$ cat config.mk
export PLATFORM = sky130hd
export DESIGN_NAME = ll_req_arbiter
export DESIGN_NICKNAME = d
export VERILOG_FILES = /design/src/rtl/ll_req_arbiter_pkg.sv /design/src/rtl/ll_req_arbiter_rr.sv /design/src/rtl/ll_req_arbiter.sv
export SDC_FILE = /design/constraint.sdc
export NUM_CORES = 1
export LEC_CHECK = 0
export BUFFER_PORTS_ARGS = -buffer_cell sky130_fd_sc_hd__buf_4
export CAP_MARGIN = 20
export CORE_UTILIZATION = 44
export CTS_CLUSTER_SIZE = 10
export DETAILED_ROUTE_END_ITERATION = 10
export GPL_ROUTABILITY_DRIVEN = 0
export PLACE_DENSITY_LB_ADDON = 0.15
export REMOVE_ABC_BUFFERS = 1
export SYNTH_ARGS = -nofsm -noshare
export SYNTH_HDL_FRONTEND = slang
export SYNTH_SLANG_ARGS = --single-unit
$ cat constraint.sdc
create_clock -name clk -period 3.63 [get_ports clk]
set_input_delay 0.1815 -clock clk [delete_from_list [all_inputs] [get_ports clk]]
set_output_delay 0.1815 -clock clk [all_outputs]
set_load 0.02 [all_outputs]
$ cat src/rtl/ll_req_arbiter_pkg.sv
// Shared definitions for the linked-list request arbiter: op classes,
// sequencer states and the address-width helper.
package ll_pkg;

  localparam logic [1:0] OP_READ     = 2'd0;
  localparam logic [1:0] OP_INSERT   = 2'd1;
  localparam logic [1:0] OP_DEL_VAL  = 2'd2;
  localparam logic [1:0] OP_DEL_ADDR = 2'd3;

  typedef enum logic [1:0] {
    IDLE  = 2'd0,
    ISSUE = 2'd1,
    RESP  = 2'd2
  } state_e;

  // Node addresses run 0..MAX_NODE, so one extra code point is needed.
  function automatic int ll_addr_w(input int max_node);
    return $clog2(max_node + 1);
  endfunction

  // Inserts can only fail on a full list; every other class needs a node.
  function automatic logic pre_reject(input logic [1:0] op_class,
                                      input logic       full,
                                      input logic       empty);
    return (op_class == OP_INSERT) ? full : empty;
  endfunction

endpackage

$ cat src/rtl/ll_req_arbiter_rr.sv
// Combinational round-robin grant: searches upward from ptr_i+1 with wrap
// and returns a one-hot grant plus its index.
module rr_arbiter_comb #(
  parameter  int NUM_REQ = 4,
  localparam int IDX_W   = (NUM_REQ > 1) ? $clog2(NUM_REQ) : 1
) (
  input  logic [NUM_REQ-1:0] req_i,
  input  logic [IDX_W-1:0]   ptr_i,
  output logic [NUM_REQ-1:0] gnt_o,
  output logic [IDX_W-1:0]   gnt_idx_o,
  output logic               any_o
);

  logic [IDX_W-1:0] idx;

  // NOTE: every output gets a default before the search so no path through
  // the loop leaves a variable unassigned and infers a latch.
  always_comb begin
    gnt_o     = '0;
    gnt_idx_o = '0;
    any_o     = 1'b0;
    idx       = '0;
    for (int k = 1; k <= NUM_REQ; k++) begin
      idx = IDX_W'((int'(ptr_i) + k) % NUM_REQ);
      if (!any_o && req_i[idx]) begin
        any_o      = 1'b1;
        gnt_o[idx] = 1'b1;
        gnt_idx_o  = idx;
      end
    end
  end

endmodule

$ cat src/rtl/ll_req_arbiter.sv
// Round-robin sequencer sharing one linked-list instance between NUM_REQ
// requesters, with local rejection of doomed ops and a hang watchdog.
module ll_req_arbiter
  import ll_pkg::*;
#(
  parameter  int NUM_REQ     = 4,
  parameter  int DATA_WIDTH  = 8,
  parameter  int MAX_NODE    = 8,
  parameter  int TIMEOUT_CYC = 4 * MAX_NODE + 8,
  localparam int ADDR_WIDTH  = ll_addr_w(MAX_NODE)
) (
  input  logic                             clk,
  input  logic                             rst,
  input  logic [NUM_REQ-1:0]               req_valid,
  output logic [NUM_REQ-1:0]               req_ready,
  input  logic [NUM_REQ*3-1:0]             req_op,
  input  logic [NUM_REQ*DATA_WIDTH-1:0]    req_data,
  input  logic [NUM_REQ*ADDR_WIDTH-1:0]    req_addr,
  output logic [NUM_REQ-1:0]               rsp_valid,
  output logic [DATA_WIDTH-1:0]            rsp_data,
  output logic [ADDR_WIDTH-1:0]            rsp_next_addr,
  output logic                             rsp_fault,
  output logic                             err_timeout,
  output logic [2:0]                       ll_op,
  output logic                             ll_op_start,
  output logic [DATA_WIDTH-1:0]            ll_data_in,
  output logic [ADDR_WIDTH-1:0]            ll_addr_in,
  input  logic                             ll_op_done,
  input  logic [DATA_WIDTH-1:0]            ll_data_out,
  input  logic [ADDR_WIDTH-1:0]            ll_next_node_addr,
  input  logic                             ll_fault,
  input  logic                             ll_full,
  input  logic                             ll_empty
);

  localparam int IDX_W = (NUM_REQ > 1) ? $clog2(NUM_REQ) : 1;
  localparam int WD_W  = $clog2(TIMEOUT_CYC + 1);
  localparam logic [WD_W-1:0] WD_LAST = WD_W'(TIMEOUT_CYC - 1);

  state_e                  state_q;
  logic [IDX_W-1:0]        rr_ptr_q;
  logic [NUM_REQ-1:0]      srv_q;
  logic [WD_W-1:0]         wd_q;
  logic [2:0]              ll_op_q;
  logic                    ll_op_start_q;
  logic [DATA_WIDTH-1:0]   ll_data_q;
  logic [ADDR_WIDTH-1:0]   ll_addr_q;
  logic [NUM_REQ-1:0]      rsp_valid_q;
  logic [DATA_WIDTH-1:0]   rsp_data_q;
  logic [ADDR_WIDTH-1:0]   rsp_next_q;
  logic                    rsp_fault_q;
  logic                    err_timeout_q;

  logic [NUM_REQ-1:0]      gnt;
  logic [IDX_W-1:0]        gnt_idx;
  logic                    gnt_any;
  logic [2:0]              sel_op_d;
  logic [DATA_WIDTH-1:0]   sel_data_d;
  logic [ADDR_WIDTH-1:0]   sel_addr_d;
  logic                    rej_d;
  logic                    srv_is_read;

  rr_arbiter_comb #(
    .NUM_REQ (NUM_REQ)
  ) u_rr (
    .req_i     (req_valid),
    .ptr_i     (rr_ptr_q),
    .gnt_o     (gnt),
    .gnt_idx_o (gnt_idx),
    .any_o     (gnt_any)
  );

  always_comb begin
    sel_op_d   = '0;
    sel_data_d = '0;
    sel_addr_d = '0;
    for (int i = 0; i < NUM_REQ; i++) begin
      if (gnt[i]) begin
        sel_op_d   = req_op[i*3 +: 3];
        sel_data_d = req_data[i*DATA_WIDTH +: DATA_WIDTH];
        sel_addr_d = req_addr[i*ADDR_WIDTH +: ADDR_WIDTH];
      end
    end
  end

  assign rej_d       = pre_reject(sel_op_d[1:0], ll_full, ll_empty);
  assign srv_is_read = (ll_op_q[1:0] == OP_READ);

  // NOTE: all state below uses non-blocking assignments so every register
  // samples the pre-edge value of every other register.
  always_ff @(posedge clk or negedge rst) begin
    if (!rst) begin
      state_q       <= IDLE;
      rr_ptr_q      <= IDX_W'(NUM_REQ - 1);
      srv_q         <= '0;
      wd_q          <= '0;
      ll_op_q       <= '0;
      ll_op_start_q <= 1'b0;
      ll_data_q     <= '0;
      ll_addr_q     <= '0;
      rsp_valid_q   <= '0;
      rsp_data_q    <= '0;
      rsp_next_q    <= '0;
      rsp_fault_q   <= 1'b0;
      err_timeout_q <= 1'b0;
    end else begin
      rsp_valid_q <= '0;
      case (state_q)
        IDLE: begin
          if (gnt_any) begin
            rr_ptr_q  <= gnt_idx;
            srv_q     <= gnt;
            ll_op_q   <= sel_op_d;
            ll_data_q <= sel_data_d;
            ll_addr_q <= sel_addr_d;
            if (rej_d) begin
              state_q     <= RESP;
              rsp_valid_q <= gnt;
              rsp_fault_q <= 1'b1;
              rsp_data_q  <= '0;
              rsp_next_q  <= '0;
            end else begin
              state_q       <= ISSUE;
              ll_op_start_q <= 1'b1;
              wd_q          <= '0;
            end
          end
        end

        ISSUE: begin
          if (ll_op_done) begin
            state_q       <= RESP;
            ll_op_start_q <= 1'b0;
            rsp_valid_q   <= srv_q;
            rsp_fault_q   <= ll_fault;
            if (srv_is_read && !ll_fault) begin
              rsp_data_q <= ll_data_out;
              rsp_next_q <= ll_next_node_addr;
            end else begin
              rsp_data_q <= '0;
              rsp_next_q <= '0;
            end
          end else if (wd_q == WD_LAST) begin
            // The list never answered: abandon the op and fail it upstream.
            state_q       <= RESP;
            ll_op_start_q <= 1'b0;
            rsp_valid_q   <= srv_q;
            rsp_fault_q   <= 1'b1;
            rsp_data_q    <= '0;
            rsp_next_q    <= '0;
            err_timeout_q <= 1'b1;
          end else begin
            wd_q <= wd_q + 1'b1;
          end
        end

        RESP: begin
          state_q     <= IDLE;
          rsp_fault_q <= 1'b0;
          rsp_data_q  <= '0;
          rsp_next_q  <= '0;
        end

        default: state_q <= IDLE;
      endcase
    end
  end

  // Acceptance is only offered from IDLE and never while reset is held.
  assign req_ready     = (state_q == IDLE && rst) ? gnt : '0;
  assign rsp_valid     = rsp_valid_q;
  assign rsp_data      = rsp_data_q;
  assign rsp_next_addr = rsp_next_q;
  assign rsp_fault     = rsp_fault_q;
  assign err_timeout   = err_timeout_q;
  assign ll_op         = ll_op_q;
  assign ll_op_start   = ll_op_start_q;
  assign ll_data_in    = ll_data_q;
  assign ll_addr_in    = ll_addr_q;

endmodule

**Word level (Yosys, flattened, before mapping)**

Cells that the tools add are included.

- Word-level logic and storage cells: 142
- Bits in registers: 48
- Bits of input ports: 82

- Bitwise logic cells: 4
- $lt $le $gt $ge: 8
- Add/subtract/negate cells: 5
- Multiplexer cells: 79
- Equality and inequality tests: 10
- Reductions and logical operators: 23

Operators with widths:

| cell | count |
|---|---|
| two-way mux 4 bit | 18 |
| two-way mux 8 bit | 9 |
| two-way mux 6 bit | 4 |
| case mux 8 bit (3 select lines) | 1 |
| two-way mux 1 bit | 21 |
| two-way mux 2 bit | 8 |
| less-than comparator 2 x 3 -> 1 bit, second input constant | 4 |
| two-way mux 3 bit | 4 |
| OR 4 bit | 3 |
| case mux 4 bit (3 select lines) | 1 |
| case mux 6 bit (2 select lines) | 1 |
| != test 2 bit, second input constant | 5 |
| logical AND 1 bit | 9 |
| binary-select mux 1 bit (select 2 bit) | 4 |
| demux 1 bit (select 2 bit) | 4 |
| greater-or-equal comparator 2 x 1 -> 1 bit, second input constant | 4 |
| case mux 4 bit (2 select lines) | 1 |
| AND reduction 4 bit | 2 |
| adder 6 x 1 -> 6 bit, second input constant | 1 |
| equality test 6 bit, second input constant | 1 |
| AND reduction 5 bit | 1 |
| adder 2 x 1 -> 2 bit, second input constant | 2 |
| adder 2 bit, second input constant | 2 |
| equality test 2 x 1 -> 1 bit, second input constant | 2 |
| other kinds (12) | 17 |

**Longest topological paths before layout**

- Depth in word-level cells: 22
- Mapped depth: 16
- Gate-level depth less buffers: 11

**Hierarchy**

From an unflattened synthesis, not the netlist that was laid out.

- Cell total of the unflattened synthesis: 322
- Area, all modules: 3039.2 µm²

Modules (own cells, without submodules):

| module | cells each | times used | area an instance (µm²) | seq. area each (µm²) |
|---|---|---|---|---|
| ll_req_arbiter | 254 | 1 | 2513.7 | 1203.7 |
| rr_arbiter_comb | 68 | 1 | 525.5 | 0.0 |

**Worst setup path after synthesis**

Ideal clock, no wire load.

- Path type: register to register
- Start point: reg rr_ptr_q[1]
- End point: reg rsp_data_q[0] (netlist: rsp_data[0])
- Stages on the path, launching flop included: 17
- Data arrival time: 3.637 ns
- Period minus slack after synthesis: 3.758 ns
- Setup slack: -0.128 ns
- Required time: 3.509 ns
- Path through: dfstp_2 > buf_2 > inv_1 > ha_1 > buf_6 > mux4_2 > nor3_2 > and2_1 > buf_4 > a22o_1 > buf_4 > a21oi_2 > a211o_1 > a21bo_1 > a31o_4 > buf_6 > a22o_1

- Cells in the longest elaborated chain, start to end: 21
- Elaborated cells on any way between the ends: 58
- Those cells by class: add/sub: 4; order compare: 8; eq/ne: 3; mux: 29; bitwise: 3; reduce/logical: 11

Ends and longest elaborated chain:

| what | line | source |
|---|---|---|
| from (decl) | ll_req_arbiter.sv:41 | `logic [IDX_W-1:0] rr_ptr_q;` |
| from (signal assigned) | ll_req_arbiter.sv:94 | `rr_ptr_q <= IDX_W'(NUM_REQ - 1);` |
| from (signal assigned) | ll_req_arbiter.sv:111 | `rr_ptr_q <= gnt_idx;` |
| parallel branches: the longest is 20 deep, another holds less-than comparator 2 x 3 -> 1 bit | n/a |  |
| AND reduction 4 bit (no line) * | n/a |  |
| to (signal assigned) | ll_req_arbiter.sv:137 | `rsp_data_q <= ll_data_out;` |
| to (decl) | ll_req_arbiter.sv:49 | `logic [DATA_WIDTH-1:0] rsp_data_q;` |

Mark *: on every way between the ends. The select of a mux whose other input is x is not followed.
A chain may end at the register's enable or synchronous reset.

**Worst setup path after layout**

- Start point: reg rr_ptr_q[0]
- End point: reg rsp_fault_q (netlist: rsp_fault)

- Cells in the longest elaborated chain, start to end: 21
- Elaborated cells on any way between the ends: 58
- Those cells by class: add/sub: 4; order compare: 8; eq/ne: 3; mux: 29; bitwise: 3; reduce/logical: 11

Ends and longest elaborated chain:

| what | line | source |
|---|---|---|
| parallel branches: the longest is 20 deep, another holds less-than comparator 2 x 3 -> 1 bit | n/a |  |
| AND reduction 4 bit (no line) * | n/a |  |
| to (signal assigned) | ll_req_arbiter.sv:135 | `rsp_fault_q <= ll_fault;` |
| to (decl) | ll_req_arbiter.sv:51 | `logic rsp_fault_q;` |

Marked as above.

==> impl_results.md <==
- Starting DRC count in detailed routing: 190
- Static Leak: 1.960 nW
- Setup crit start: rr_ptr_q[0]$_DFFE_PN1P_
- Critical path's slowest cell: mux4_2
- Max clock buf depth: 2
- Total chip power: 4.245 mW
- Count of different cell masters after synthesis: 56
- Critical Path RT: 3.82 ns
- Skew final: 0.003717 ns
- CP Class: reg -> reg
- Wire per inst: 15.46 um
- Setup violators final: 0
- Maximum number of pins on one net before global-route repair: 50
- Crit path cell chain: buf_4 -> mux4_2 -> a21oi_1 -> a22o_1 -> nand2_1 -> or3_1 -> o211a_1 -> a21bo_1 -> a31o_4 -> a22o_1
- First-pass GRT wire length: 13210 um
- Reg-to-Reg End: rsp_fault$_DFFE_PN0P_
- Critical Path Stages: 10
- Sink Count: 48
- Setup slack after layout: 0.1901 ns
- Total CTS buffers: 5
- RSZ-0062 raised after global routing: no
- Post-Syn Instances: 317
- Fin. Hold Viols: 0
- Detailed placement HPWL: 5960 um
- Area growth syn-to-layout: 38.65%
- Slowest stage delay, CP: 0.70 ns
- Initial antenna violation count: 0
- Setup crit end kind: flop
- Outcome: finished, violations left
- Die area: 0.007034 mm2
- Failing checks: DRC
- Synth warn: 0
- CP bufs+invs: 1
- Floorplan core area: 0.006422 mm2
- Synth Flop Type: dfrtp_1
- FF+latch count, synth: 48
- Max FO, Critical Path: 20
- Slew Limit Headroom: 0.3410
- Final Net Count: 527
- Family with the most delay on the worst path: compound AO/OA/AOI/OAI gates
- Reg2reg setup slack: 0.19 ns
- Final min period: 3.440 ns
- RR Startpoint: rr_ptr_q[0]$_DFFE_PN1P_
- Final wirelength: 7945 um
- # IOs: 120
- PwrDens: 1038 mW/mm2
- IO buf count: 119
- Vias in the first global route: 2663
- Chip width: 83.87 um
- Min-Delay Path Class: in -> reg
- Actual slew at the worst max-slew pin: 0.9803 ns
- GRT Residual Overflow: 0
- Total track usage: 0.2324
- Final Cycle Share: 0.9476
- Pre-CTS WS: 0.01638 ns
- Critical Path Start Type: flop
- Hold_sp: ll_next_node_addr[0]
- Reg clk slew, reported paths: 0.09 ns
- Proportion of layout cells with a drive suffix above 1: 0.3799
- Peak supply drop: 0.0005418 V
- Max-cap violations: 0
- Syn avg cell area: 9.303 um2
- Drt pass-1 iters: 8
- Root buffer cell: clkbuf_8
- Post-DRT Antenna Nets: 0
- CP most frequent cell: a22o_1
- Number of synthesized flops with an enable pin: 0
- Final-report max-slew violation count: 0
- Clk Latency, worst-skew pair: 0.29 ns
- CP endpoint: rsp_fault$_DFFE_PN0P_
- Initial Utilization: 0.4592
- # DRC: 20
- DR vias: 2890
- Vias per Instance: 5.623
- Number of H-tree levels: 2
- ANT cells: 0
- Die height: 83.87 um
- Row Count: 29
- CP arrival: 3.63 ns
- Register area share after synthesis: 0.4081
- Fmax: 290.7 MHz
- CTS tree: built
- Ys async rst share: 1.000
- Reg2reg path depth: 10
- Synthesized area: 0.002949 mm2
per-stage QoR:
stage                     instances  instance area [um2]    util  TNS (ns)  hold slack (ns)
after floorplan                 296                 2830       -    -10.99          -0.1141
after global placement          503                 3909  0.6086         0           0.2320
after detailed placement        503                 3909  0.6086         0           0.2404
after CTS                       512                 4019  0.6258         0           0.1017
after global routing            514                 4089  0.6367         0           0.1029
final                           514                 4089  0.6367         0           0.1077
worst min-delay path by stage:
stage                                    to  slack [ns]  cells past startpoint
2_1_floorplan       err_timeout$_DFFE_PN0P_       -0.11                      0
3_3_place_gp            wd_q[3]$_DFFE_PN0P_        0.23                      1
6_report       rsp_next_addr[0]$_DFFE_PN0P_        0.11                      2
3_5_place_dp            wd_q[3]$_DFFE_PN0P_        0.24                      1
5_1_grt             rsp_data[1]$_DFFE_PN0P_        0.10                      2
4_1_cts        rsp_next_addr[0]$_DFFE_PN0P_        0.10                      2
cell type report:
| type | count | area [um2] |
|---|---|---|
| Tap cell | 77 | 96.34 |
| Clock buffer | 5 | 68.82 |
| Timing Repair Buffer | 132 | 997.2 |
| Fill cell | 557 | 2333 |
| Multi-Input combinational cell | 243 | 1674 |
| Inverter | 5 | 22.52 |
| Sequential cell | 48 | 1204 |
| Clock inverter | 3 | 18.77 |
| Timing Repair inverter | 1 | 7.507 |
layout by cell type, fill, tap and decap left out, drive strengths merged, types with 2 or more instances in the layout:
cell type and n:
a32o 4, clkbuf 5, a31o 3, clkinvlp 2
or2 3, and3 2, o31ai 2, o21ai 21
nand3 5, xor2 3, mux2i 4, a21oi 20
xnor2 2, mux4 4, a22oi 4, buf 131
nor2 32, o211ai 2, a22o 16, a21o 2
clkinv 3, dfrtp 46, dfstp 2, a31oi 2
nand2b 8, or3 2, nor2b 2, a221oi 13
mux2 2, ha 9, inv 4, nand2 35
a211o 3, o22ai 5, nor3 17
where the power goes:
part / internal, mW / switching, mW / total, mW
Clock: 0.134 / 0.175 / 0.309
Combinational: 1.31 / 1.79 / 3.10
Sequential: 0.731 / 0.106 / 0.838
Total: 2.18 / 2.07 / 4.24
cell families (layout without fill, tap and decap cells):
family,Yosys count,after routing,share of synthesized area
and+or+nand+nor,114,114,0.1803
AOI/OAI and AO/OA,105,105,0.2601
DFF,48,48,0.4081
buffers and inverters,26,146,0.04667
muxes,10,10,0.05176
adders and majority gates,9,9,0.03818
xor gates and xnor gates,5,5,0.01485
cells in the mapped netlist (all sizes together) (3+ instances only):
| master | count | area share |
|---|---|---|
| a211o | 3 | 0.0089 |
| a21oi | 20 | 0.035 |
| a221oi | 13 | 0.039 |
| a22o | 16 | 0.048 |
| a22oi | 4 | 0.010 |
| a31o | 3 | 0.012 |
| a32o | 4 | 0.014 |
| buf | 10 | 0.026 |
| clkbuf | 11 | 0.014 |
| dfrtp | 46 | 0.39 |
| ha | 9 | 0.038 |
| inv | 5 | 0.0064 |
| mux2i | 4 | 0.014 |
| mux4 | 4 | 0.031 |
| nand2 | 35 | 0.045 |
| nand2b | 8 | 0.017 |
| nand3 | 5 | 0.0085 |
| nor2 | 32 | 0.041 |
| nor3 | 17 | 0.031 |
| o21ai | 21 | 0.036 |
| o22ai | 5 | 0.011 |
| or2 | 3 | 0.0064 |
| xor2 | 3 | 0.0089 |
metal layers:
layer | vias to the layer above | wire length, um | GRT usage
li1 | 1417 | - | -
met3 | 11 | 504 | 0.04253
met1 | 1353 | 3608 | 0.3338
met4 | 0 | 114 | 0.05329
met5 | - | 0 | 0
met2 | 109 | 3717 | 0.3651
sequential cells by signal, indices dropped and copies added (netlist names):
signal and cells:
rr_ptr_q 2, rsp_data 8, rsp_fault 1, wd_q 6
state_q 2, rsp_valid 4, ll_addr_in 4, err_timeout 1
srv_q 4, ll_op 3, ll_op_start 1, ll_data_in 8
rsp_next_addr 4
repair_timing:
item	CTS	global route
hold buffers	1	0
gates cloned	0	1
endpoints found under the setup margin	1	38
resized for setup	1	12
pin swaps	0	2
setup buffers	0	1
hold endpoints to repair	46	0
(Power assumes the default switching activity.)
